$ cat src/rtl/alu_operand_issue.sv
// alu_operand_issue: serialised issue/writeback stage around a registered 32-bit ALU.
// Reads operands from an internal register file, writes results back, and latches the ALU flag.
`default_nettype none

module alu_operand_issue #(
  parameter int DATA_W = 32,
  parameter int NREG   = 16,
  parameter int ADDR_W = 4
) (
  input  logic              clk,
  input  logic              reset,
  input  logic              instr_valid,
  output logic              instr_ready,
  input  logic [3:0]        instr_func,
  input  logic [ADDR_W-1:0] instr_rd,
  input  logic [ADDR_W-1:0] instr_rs,
  input  logic [ADDR_W-1:0] instr_rt,
  input  logic              instr_use_imm,
  input  logic [DATA_W-1:0] instr_imm,
  output logic [DATA_W-1:0] alu_inp1,
  output logic [DATA_W-1:0] alu_inp2,
  output logic [3:0]        alu_func,
  input  logic [DATA_W-1:0] alu_out,
  input  logic [1:0]        alu_flag,
  output logic              wb_valid,
  output logic [ADDR_W-1:0] wb_rd,
  output logic [DATA_W-1:0] wb_data,
  output logic              illegal_func,
  output logic [1:0]        flag_reg,
  input  logic [ADDR_W-1:0] dbg_addr,
  output logic [DATA_W-1:0] dbg_data
);

  localparam logic [1:0] S_IDLE   = 2'd0;
  localparam logic [1:0] S_EXEC   = 2'd1;
  localparam logic [1:0] S_RESULT = 2'd2;
  localparam logic [1:0] S_FLAG   = 2'd3;

  logic [1:0]        state;
  logic [ADDR_W-1:0] rd_q;
  logic [DATA_W-1:0] rf [NREG];
  logic              func_legal;
  logic [DATA_W-1:0] rs_val;
  logic [DATA_W-1:0] rt_val;

  // alu_func is held from accept until the next accept, so it still names the op in RESULT/FLAG
  assign func_legal  = (alu_func >= 4'd1) && (alu_func <= 4'd9);
  assign instr_ready = (state == S_IDLE);
  assign rs_val      = (instr_rs == '0) ? '0 : rf[instr_rs];
  assign rt_val      = (instr_rt == '0) ? '0 : rf[instr_rt];
  assign dbg_data    = (dbg_addr == '0) ? '0 : rf[dbg_addr];

  always_ff @(posedge clk or negedge reset) begin
    if (!reset) begin
      state        <= S_IDLE;
      rd_q         <= '0;
      alu_inp1     <= '0;
      alu_inp2     <= '0;
      alu_func     <= '0;
      wb_valid     <= 1'b0;
      wb_rd        <= '0;
      wb_data      <= '0;
      illegal_func <= 1'b0;
      flag_reg     <= 2'b00;
      for (int i = 0; i < NREG; i++) begin
        rf[i] <= '0;
      end
    end else begin
      wb_valid     <= 1'b0;
      illegal_func <= 1'b0;
      case (state)
        S_IDLE: begin
          if (instr_valid) begin
            alu_inp1 <= rs_val;
            alu_inp2 <= instr_use_imm ? instr_imm : rt_val;
            alu_func <= instr_func;
            rd_q     <= instr_rd;
            state    <= S_EXEC;
          end
        end
        S_EXEC: begin
          state <= S_RESULT;
        end
        S_RESULT: begin
          if (func_legal) begin
            if (rd_q != '0) begin
              rf[rd_q] <= alu_out;
            end
            wb_valid <= 1'b1;
            wb_rd    <= rd_q;
            wb_data  <= alu_out;
          end else begin
            illegal_func <= 1'b1;
          end
          state <= S_FLAG;
        end
        S_FLAG: begin
          // alu_flag trails alu_out by one cycle, so it becomes valid here
          if (func_legal) begin
            flag_reg <= alu_flag;
          end
          state <= S_IDLE;
        end
        default: begin
          state <= S_IDLE;
        end
      endcase
    end
  end

endmodule

`default_nettype wire
$ cat config.mk
export PLATFORM = sky130hd
export DESIGN_NAME = alu_operand_issue
export DESIGN_NICKNAME = d
export VERILOG_FILES = /design/src/rtl/alu_operand_issue.sv
export SDC_FILE = /design/constraint.sdc
export NUM_CORES = 1
export LEC_CHECK = 0
export CAP_MARGIN = 20
export CORE_UTILIZATION = 53
export DETAILED_ROUTE_END_ITERATION = 16
export GPL_TIMING_DRIVEN = 0
export PLACE_DENSITY = 0.8
export SETUP_SLACK_MARGIN = 0.15
export SYNTH_ARGS = -nofsm -noshare
export SYNTH_HDL_FRONTEND = slang
export SYNTH_SLANG_ARGS = --single-unit
$ cat constraint.sdc
create_clock -name clk -period 6.9 [get_ports clk]
set_clock_uncertainty 0.2 [all_clocks]
set_input_delay 0.69 -clock clk [delete_from_list [all_inputs] [get_ports clk]]
set_output_delay 0.69 -clock clk [all_outputs]
set_load 0.1 [all_outputs]
==> results of run 1 <==
-- per-stage QoR --
stage / power, mW / hold WS (ps)
3_3_place_gp: 14.05 / 256.1
5_1_grt: 19.02 / 310.2
2_1_floorplan: 12.10 / 194.4
3_5_place_dp: 14.33 / 266.7
6_report: 18.47 / 287.4
4_1_cts: 18.32 / 283.0
-- worst max-delay path by stage --
stage                     start  depth (start not counted)           end
floorplan           dbg_addr[0]                          7  dbg_data[10]
global placement          reset                          1   wb_data[16]
detailed placement  dbg_addr[0]                          9   dbg_data[9]
CTS                 dbg_addr[0]                          9   dbg_data[9]
global route        dbg_addr[0]                          9   dbg_data[9]
finish              dbg_addr[0]                          9   dbg_data[9]
-- metal layers --
metal | vias to the layer above | GRT usage (%) | wire length (µm)
li1 | 10333 | - | -
met1 | 13872 | 48.20 | 46840
met2 | 2144 | 57.11 | 59050
met3 | 510 | 12.24 | 16570
met4 | 6 | 21.73 | 7776
met5 | - | 0 | 46
-- critical path, delay by kind of cell --
family	cells	cell delay [ps]
buffers and inverters	6	3410
AO/OA/AOI/OAI	3	640
-- power breakdown --
| group | internal, mW | total [mW] | switching, mW |
|---|---|---|---|
| logic | 3.44 | 7.99 | 4.55 |
| registers | 5.04 | 6.49 | 1.45 |
| clock network | 2.37 | 3.99 | 1.62 |
-- area by class of cell --
type                            count  area [µm²]  share of cell area [%]
Clock inverter                     20       325.3                  0.7730
Tap cell                          873        1092                   2.595
Inverter                            3       11.26                 0.02676
Timing Repair Buffer              236        2479                   5.889
Buffer                            286        1483                   3.523
Multi-Input combinational cell   1584       18970                   45.07
Sequential cell                   626       15670                   37.22
Antenna cell                        1       2.502                0.005946
Clock buffer                      101        2061                   4.896
-- logic make-up after synthesis --
kind of cell,Yosys count,share of synthesized area (%)
compound gates,370,7.436
flops,626,43.36
simple gates,197,3.318
buf+inv,289,4.135
fa+ha+maj,3,0.1039
mux,1014,41.65
-- timing repair --
item                                   in CTS  in global routing
gates resized for setup                     0                  0
hold buffers                                1                  0
endpoints found under the hold margin      95                  0
-- cells in the mapped netlist, types with 31 or more instances --
library cell	count	area, µm²
nand2_1	64	240.2
o211ai_1	32	240.2
o22a_1	33	289.0
dfrtp_1	626	15670
clkbuf_1	136	510.5
o21ai_0	47	235.2
mux2_4	150	2252
a21oi_1	96	480.5
mux2_2	382	4302
nor3_1	33	165.2
buf_1	39	146.4
mux4_2	288	6486
a221o_1	32	320.3
buf_6	34	382.9
and3_1	32	200.2
a2bb2oi_1	31	271.5
nand2b_1	39	244.0
mux2_1	51	574.3
buf_2	58	290.3
mux2i_1	143	1431
a22oi_1	32	240.2
==> impl_metrics.toml, run 1 <==
[clocking]
clock_sinks = 626
htreeDepth = 3
cts_tree = "done"
ctsRootBufferMaster = "clkbuf_16"
clock_path_buffers = 3
postCtsSetupBuffers = 0
clkSlewWorstSetupHoldPaths_ps = 60
cts_made_buffers = 69
clock_latency_ps = 630

[die]
fp.dieW_um = 263.1
core_um2 = 67280
row_count = 95
die_y_um = 263.1
io-pin-count = 231
die-area_um2 = 69210
initial_core_util_pct = 53.70

[place]
placed_area_um2 = 39590
place_ws_ps = 1410
place_congestion = 0.9531
dp_cells = 3600
dp_hpwl_mm = 88.69
portBuffers = 223

[job]
drv_cap = 0

[detailed_routing]
wire_per_inst_um = 34.93
drtPass1Iterations = 7
via_per_inst = 7.202
routed_wirelength_mm = 130.3
drtAntennaViolNets = 0
drt_iter0_drc = 3590
via_count = 26865
drc = 0

[worst_setup_path]
critPathKind = "input pin to output port"
cp.required_ps = 6010
cp_data_arrival_time_ps = 4770
reg2regPathDepth = 8
rr_startpoint = "state[1]"
crit_path_cell_trace = "clkdlybuf4s50_1 -> buf_4 -> buf_2 -> buf_4 -> buf_2 -> a221o_1 -> a21oi_1 -> a21oi_1 -> clkdlybuf4s50_1"
critPathLaunchType = "input pin"
cp_max_fo = 10
r2r_setup_slack_ps = 2880
cpPeakStageDelay_ps = 1200
regToRegEndpoint = "alu_inp2[4]"
crit_slowest_cell = "clkdlybuf4s50_1"
worst_setup_path_end_kind = "output port"

[power]
p_per_area_nw_per_um2 = 438.9
p_leak_nw = 18.19
peakVddDrop_v = 0.0004935

[timing]
setup_tns_ps = 0
finalHoldViolCount = 0
max_freq_mhz = 176.8
setup_viol = 0
rsz0062_at_grt = "false"
drv_slew = 0
setup_slack_ps = 1242
relSlewSlack_pct = 17.54
worst_pin_slew_ps = 1237
fin_crit_sh_pct = 81.99
period_needed_ps = 5658

[yosys]
synth_ff_type = "dfrtp_1"
synth.distinct_cells = 48
yosysWarnings = 0
synth-edff-count = 0
syn_area_um2 = 36130
synth_seq_cells = 626
synthArstFlopShare_pct = 100.0
synth_nets = 2592
synth_area_per_cell_um2 = 14.46
synthCells = 2499
ys_seq_area_share_pct = 43.36

[run_status]
outcome = "completed"

[finish]
final_util_pct = 62.56
fillers = 5034
final_common_cell = "dfrtp_1"
largest_register_ffs = 512
regMostFlops = "rf"
nets = 2899
drive_gt1_share_pct = 38.17
stdcell_count = 3730
stdcell_area_um2 = 42090
final_cell_mix = "626 x dfrtp_1, 382 x mux2_2, 288 x mux4_2, 222 x clkdlybuf4s50_1"
area.growth.synth_to_final_pct = 16.50

[global_routing]
grt_start_max_net_pins = 126
antenna_found_initial = 4
grt_pass1_vias = 27828
grt_overflow = 0
track_usage_pct = 37.86
grt_pass1_wl_mm = 190.0

[worst_hold_path]
min_to = "rf[490]"
hp-start = "rf[490]"
min_path_type = "flop to flop"
whs_path_depth = 1
No activity file was read; power rests on OpenSTA's default activity.
==> run 2: changes to the inputs <==
==> constraint.sdc (replaced) <==
create_clock -name clk -period 5.3 [get_ports clk]
set_clock_uncertainty 0.2 [all_clocks]
set_input_delay 0.53 -clock clk [delete_from_list [all_inputs] [get_ports clk]]
set_output_delay 0.53 -clock clk [all_outputs]
set_load 0.1 [all_outputs]
==> impl_metrics.toml, run 2 (synthesis gave the netlist of run 1 again) <==
[worst_hold_path]
min_path_type = "input pin to flop"
whs_path_depth = 3
hp-start = "instr_func[0]"

[detailed_routing]
drtAntennaViolNets = 0
via_per_inst = 7.199
via_count = 26852
wire_per_inst_um = 35.00
drc = 0
drtPass1Iterations = 5
drt_iter0_drc = 3537
routed_wirelength_mm = 130.5

[global_routing]
use_met3_pct = 12.24
grt_pass1_wl_mm = 190.0
grtUsageMet1_pct = 48.20
grt_overflow = 0
track_usage_pct = 37.86
antenna_found_initial = 4
use_met2_pct = 57.11
busiest_layer = "met2"
grt_pass1_vias = 27828
grt_start_max_net_pins = 126

[die]
fp.dieW_um = 263.1
io-pin-count = 231
initial_core_util_pct = 53.70
core_um2 = 67280
die_y_um = 263.1
die-area_um2 = 69210
row_count = 95

[timing]
period_needed_ps = 5144
rsz0062_at_grt = "false"
finalHoldViolCount = 0
fin_crit_sh_pct = 97.05
setup_slack_ps = 156.4
relSlewSlack_pct = 18.81
worst_pin_slew_ps = 1218
max_freq_mhz = 194.4
drv_slew = 0
setup_viol = 0
setup_tns_ps = 0

[finish]
area.growth.synth_to_final_pct = 16.66
largest_register_ffs = 512
final_util_pct = 62.64
drive_gt1_share_pct = 38.17
nets = 2899
final_common_cell = "dfrtp_1"
regMostFlops = "rf"
final_cell_mix = "626 x dfrtp_1, 382 x mux2_2, 288 x mux4_2, 196 x clkdlybuf4s50_1"

[clocking]
cts_made_buffers = 69
clkSlewWorstSetupHoldPaths_ps = 60
postCtsSetupBuffers = 0
ctsRootBufferMaster = "clkbuf_16"
htreeDepth = 3
cts_tree = "done"
clock_latency_ps = 620
clock_sinks = 626
clock_path_buffers = 3

[worst_setup_path]
reg2regPathDepth = 8
startpoint = "dbg_addr[0]"
rr_startpoint = "state[1]"
critPathLaunchType = "input pin"
cp_max_fo = 10
worst_setup_path_end_kind = "output port"
cp.required_ps = 4570
r2r_setup_slack_ps = 1280
cp_data_arrival_time_ps = 4410
critPathKind = "input pin to output port"

[place]
portBuffers = 223
dp_hpwl_mm = 88.69
place_ws_ps = 129.8
place_congestion = 0.9531

[run_status]
outcome = "completed"

[power]
total_power_mw = 24.05
peakVddDrop_v = 0.0006376
p_leak_nw = 18.47
switchingPower_mw = 9.919
p_per_area_nw_per_um2 = 570.6
combPwrFrac_pct = 43.3
seqPwrFrac_pct = 35.2
power.share.clock_pct = 21.6
p_int_mw = 14.13
switching_share_pct = 41.25

[job]
drv_cap = 0
run 2: changes by cell type in the layout (fill, tap and decap cells not counted):
cell / change
clkdlybuf4s50_1: -26
dlymetal6s2s_1: +24
dlygate4sd2_1: +2
run 2: cell type report:
type                    instances  area [µm²]
flip-flops and latches        626       15670
fillers                      5028       25130
multi-input cells            1584       18970
clock buffers                 101        2061
well taps                     873        1092
plain buffers                 286        1483
repair buffers                236        2536
inverters                       3       11.26
clock inverters                20       325.3
diodes                          1       2.502
run 2: worst max-delay path, stage by stage:
cell             delay (ps)
clkdlybuf4s50_1         650
buf_4                   370
buf_2                   480
buf_4                   340
buf_2                   340
a221o_1                 200
a21oi_1                  70
a21oi_1                 240
clkdlybuf4s50_1        1180
run 2: timing repair:
| action | CTS | global route |
|---|---|---|
| hold buffers | 1 | 0 |
| hold endpoints to repair | 95 | 0 |
| gates resized for setup | 2 | 24 |
| setup endpoints to repair | 2 | 24 |
| cloned | 0 | 0 |
run 2: power by group through the flow:
stage | Combinational [mW] | Clock [mW] | Sequential, mW
floorplan | 5.43 | 0 | 10.3
global placement | 10.1 | 0 | 8.24
detailed placement | 10.3 | 0 | 8.38
CTS | 10.3 | 5.20 | 8.33
global route | 10.8 | 5.38 | 8.63
finish | 10.4 | 5.19 | 8.46
run 2: worst paths after layout:
| check | endpoint |
|---|---|
| worst min-delay path | alu_func[0] |
| max in group asynchronous | rf[497] |
| worst max-delay path | dbg_data[27] |
| min in group asynchronous | wb_rd[3] |
| worst min register to register | rf[486] |
| worst max register to register | alu_inp2[4] |
run 2: metal layers:
metal  vias to the layer above  share of wire [%]
met1                     13803                 36
met2                      2148                 45
met3                       558                 12
met5                         -              0.035
li1                      10337                  -
met4                         6                6.2
run 2: stage by stage:
stage                     hold WS [ps]  cell area, µm²  instances
after global placement           256.1           39450       3595
after detailed placement         266.7           39590       3600
after CTS                        220.5           41990       3722
final                            236.4           42140       3730
after floorplan                  34.41           36130       2499
after global routing             270.3           42140       3729
==> edit: new RTL, flow settings as in run 2 <==
Change the parameter `NREG` from 16 to 32.
--- a/src/rtl/alu_operand_issue.sv
+++ b/src/rtl/alu_operand_issue.sv
@@ -5,5 +5,5 @@
 module alu_operand_issue #(
   parameter int DATA_W = 32,
-  parameter int NREG   = 16,
+  parameter int NREG   = 32,
   parameter int ADDR_W = 4
 ) (
Function: not settled (the Yosys comparison gave no result); the edit may change what the design does.
==> edit against run 2 <==
- maximum frequency fell by 0.89%
- non-clock buffer count fell by 6
- sequential cell count did not move
- sequential share of layout area rose by 1.1 points
- count of clock-buffer cells in the layout fell by 5
- final area fell by 3.0%
- power fell by 3.4%
- area after synthesis fell by 2.9%
- synthesized cell count fell by 1.8%
- routed wire length fell by 0.41%
- setup slack got worse by 0.046 ns
- critical path type unchanged
==> edit: results (changes against run 2) <==
Outcome
  – Status: complete, no violations

Timing
  – Headroom to the max-slew limit: 14.7% (-4.1 points)
  – Pins Over Slew Limit: 0 (unchanged)
  – Worst setup margin: 0.110 ns (-0.0464 ns)
  – Hold slack: 0.218 ns (-0.0188 ns)

Clock tree
  – Root Driver: clkbuf_16
  – CTS clk-pin slew, worst paths: 0.06 ns (about the same)
  – Clock buffer depth: 3 (unchanged)
  – CTS Buf Count: 69 (unchanged)

Placement
  – DP Worst Slack: -0.102 ns (-0.232 ns)
  – Final GP Congestion: 0.991 (+4.0%)
  – Cell Area, Placed: 38600 sq um (-2.5%)
  – DP HPWL: 87300 um (-1.6%)

Global routing
  – Largest net degree at the start of global routing: 128 (+1.6%)
  – Vias in the first global route: 27883 (+0.20%)
  – Met2 Resource Use GR: 56.6% (-0.54 points)
  – Initial antenna violation count: 2 (-2)
  – All-Layer GR Usage: 39.1% (+1.2 points)
  – M3 GR Usage: 15.8% (+3.6 points)
  – Met1 usage: 48.9% (+0.67 points)
  – First-pass GRT wire length: 189000 um (-0.68%)

Logic synthesis
  – Primary FF master, synth: dfrtp_1
  – Post-synthesis sequential area ratio: 44.6% (+1.3 points)
  – Yosys warns: 0 (unchanged)
  – Post-synth cell types: 48 (unchanged)
  – Top cells by count, synth: dfrtp_1, mux2_2, mux4_2
  – Synth top area cells: dfrtp_1, mux4_2, mux2_2
  – FFs w/ async S/R, synth: 100% (unchanged)
  – Synth Net Count: 2546 (-1.8%)

Setup path
  – Slowest-stage cell, CP: clkbuf_1
  – CP Data Arrival Time: 4.46 ns (+0.05 ns)
  – Crit-path max FO: 10 (unchanged)
  – Max stage delay on crit path: 0.99 ns (-0.19 ns)
  – Reg2reg start: state[0]$_DFFE_PN0P_
  – Reg2Reg Setup Slack: 0.75 ns (-0.53 ns)
  – R2r worst-path depth: 9 (+1)
  – CP startpoint: dbg_addr[1]

Min path
  – Worst Hold Class: in2async

Power and ir drop
  – Lkg Pwr: 17.8 nW (-3.7%)
  – Worst vdd ir: 0.665 mV (+4.3%)

Drt
  – DRT iter0 DRCs: 3925 (+11%)
  – Drt total wl: 130000 um (-0.41%)
  – ANT nets after route: 0 (unchanged)
  – Pre-antenna DRT Iters: 6 (+1)
  – Via/cell ratio: 7.41 (+3.0%)

Layout
  – Max FFs per register: 512 (unchanged)
  – Biggest register: rf
  – Post-layout nets: 2851 (-1.7%)
  – Proportion of layout cells with a drive suffix above 1: 36.9% (-1.3 points)
## edit: cell types whose count changed after synthesis, sizes merged, moves of 16 or more
cell,before,now
buf,149,112
clkbuf,137,170
o21ai,65,34
o22a,33,2
o221ai,1,31
nor3,42,20
a2bb2oi,31,48
a21oi,96,80
## edit: where the power goes
group | switching (mW) | total [mW] | internal, mW
Clock | 2.08 | 5.00 | 2.92
Combinational | 5.65 | 9.77 | 4.12
Sequential | 1.89 | 8.47 | 6.58
Total | 9.62 | 23.2 | 13.6
## edit: worst paths after layout
check,end
worst min register to register,rf[1012]$_DFFE_PN0P_
min in group clk,rd_q[3]$_DFFE_PN0P_
worst max register to register,alu_inp1[1]$_DFFE_PN0P_
worst max-delay path,dbg_data[25]
worst min-delay path,alu_func[0]$_DFFE_PN0P_
max in group asynchronous,rf[784]$_DFFE_PN0P_
## edit: final cells by class
type,count,area [sq um]
fillers,4749,24000
clock buffers,96,2030
diodes,2,5.00
multi-input cells,1541,18100
well taps,855,1070
inverters,4,15.0
plain buffers,282,1280
repair buffers,234,2420
clock inverters,23,265
flip-flops and latches,626,15700
## edit: per-layer routing
layer  routed length (um)  share of wire, %
met2                56700                44
met5                    0                 0
met3                19200                15
met1                45300                35
met4                 8750               6.7
## edit: logic make-up after synthesis
kind of cell	share of synthesized area, %
multiplexers	41.4
flip-flops	44.6
AO/OA/AOI/OAI	7.07
buffers and inverters	3.69
AND/OR/NAND/NOR	3.10
adder cells (fa/ha/maj)	0.107
## edit: metrics by stage
stage	power, mW	setup TNS [ns]	utilization (%)	instances
after global placement	17.7	-	59.1	3531
final	23.2	0	63.0	3663
after CTS	23.0	0	63.0	3660
after floorplan	15.2	0	-	2453
after global routing	23.9	0	63.0	3661
after detailed placement	18.1	-0.380	59.5	3540
## edit: timing repair
item / in CTS / in global routing
hold endpoints to repair: 55 / 0
setup endpoints to repair: 32 / 5
cloned: 0 / 0
hold buffers: 1 / 0
gates resized for setup: 32 / 8
## edit: worst register-to-register path, stage by stage (launching register included)
cell	delay, ns
dfrtp_1	0.40
inv_1	0.09
ha_1	0.23
nand2_1	0.28
clkbuf_1	0.53
nor3b_1	0.90
buf_4	0.29
clkbuf_1	0.95
a22oi_1	0.37
o211ai_1	0.21
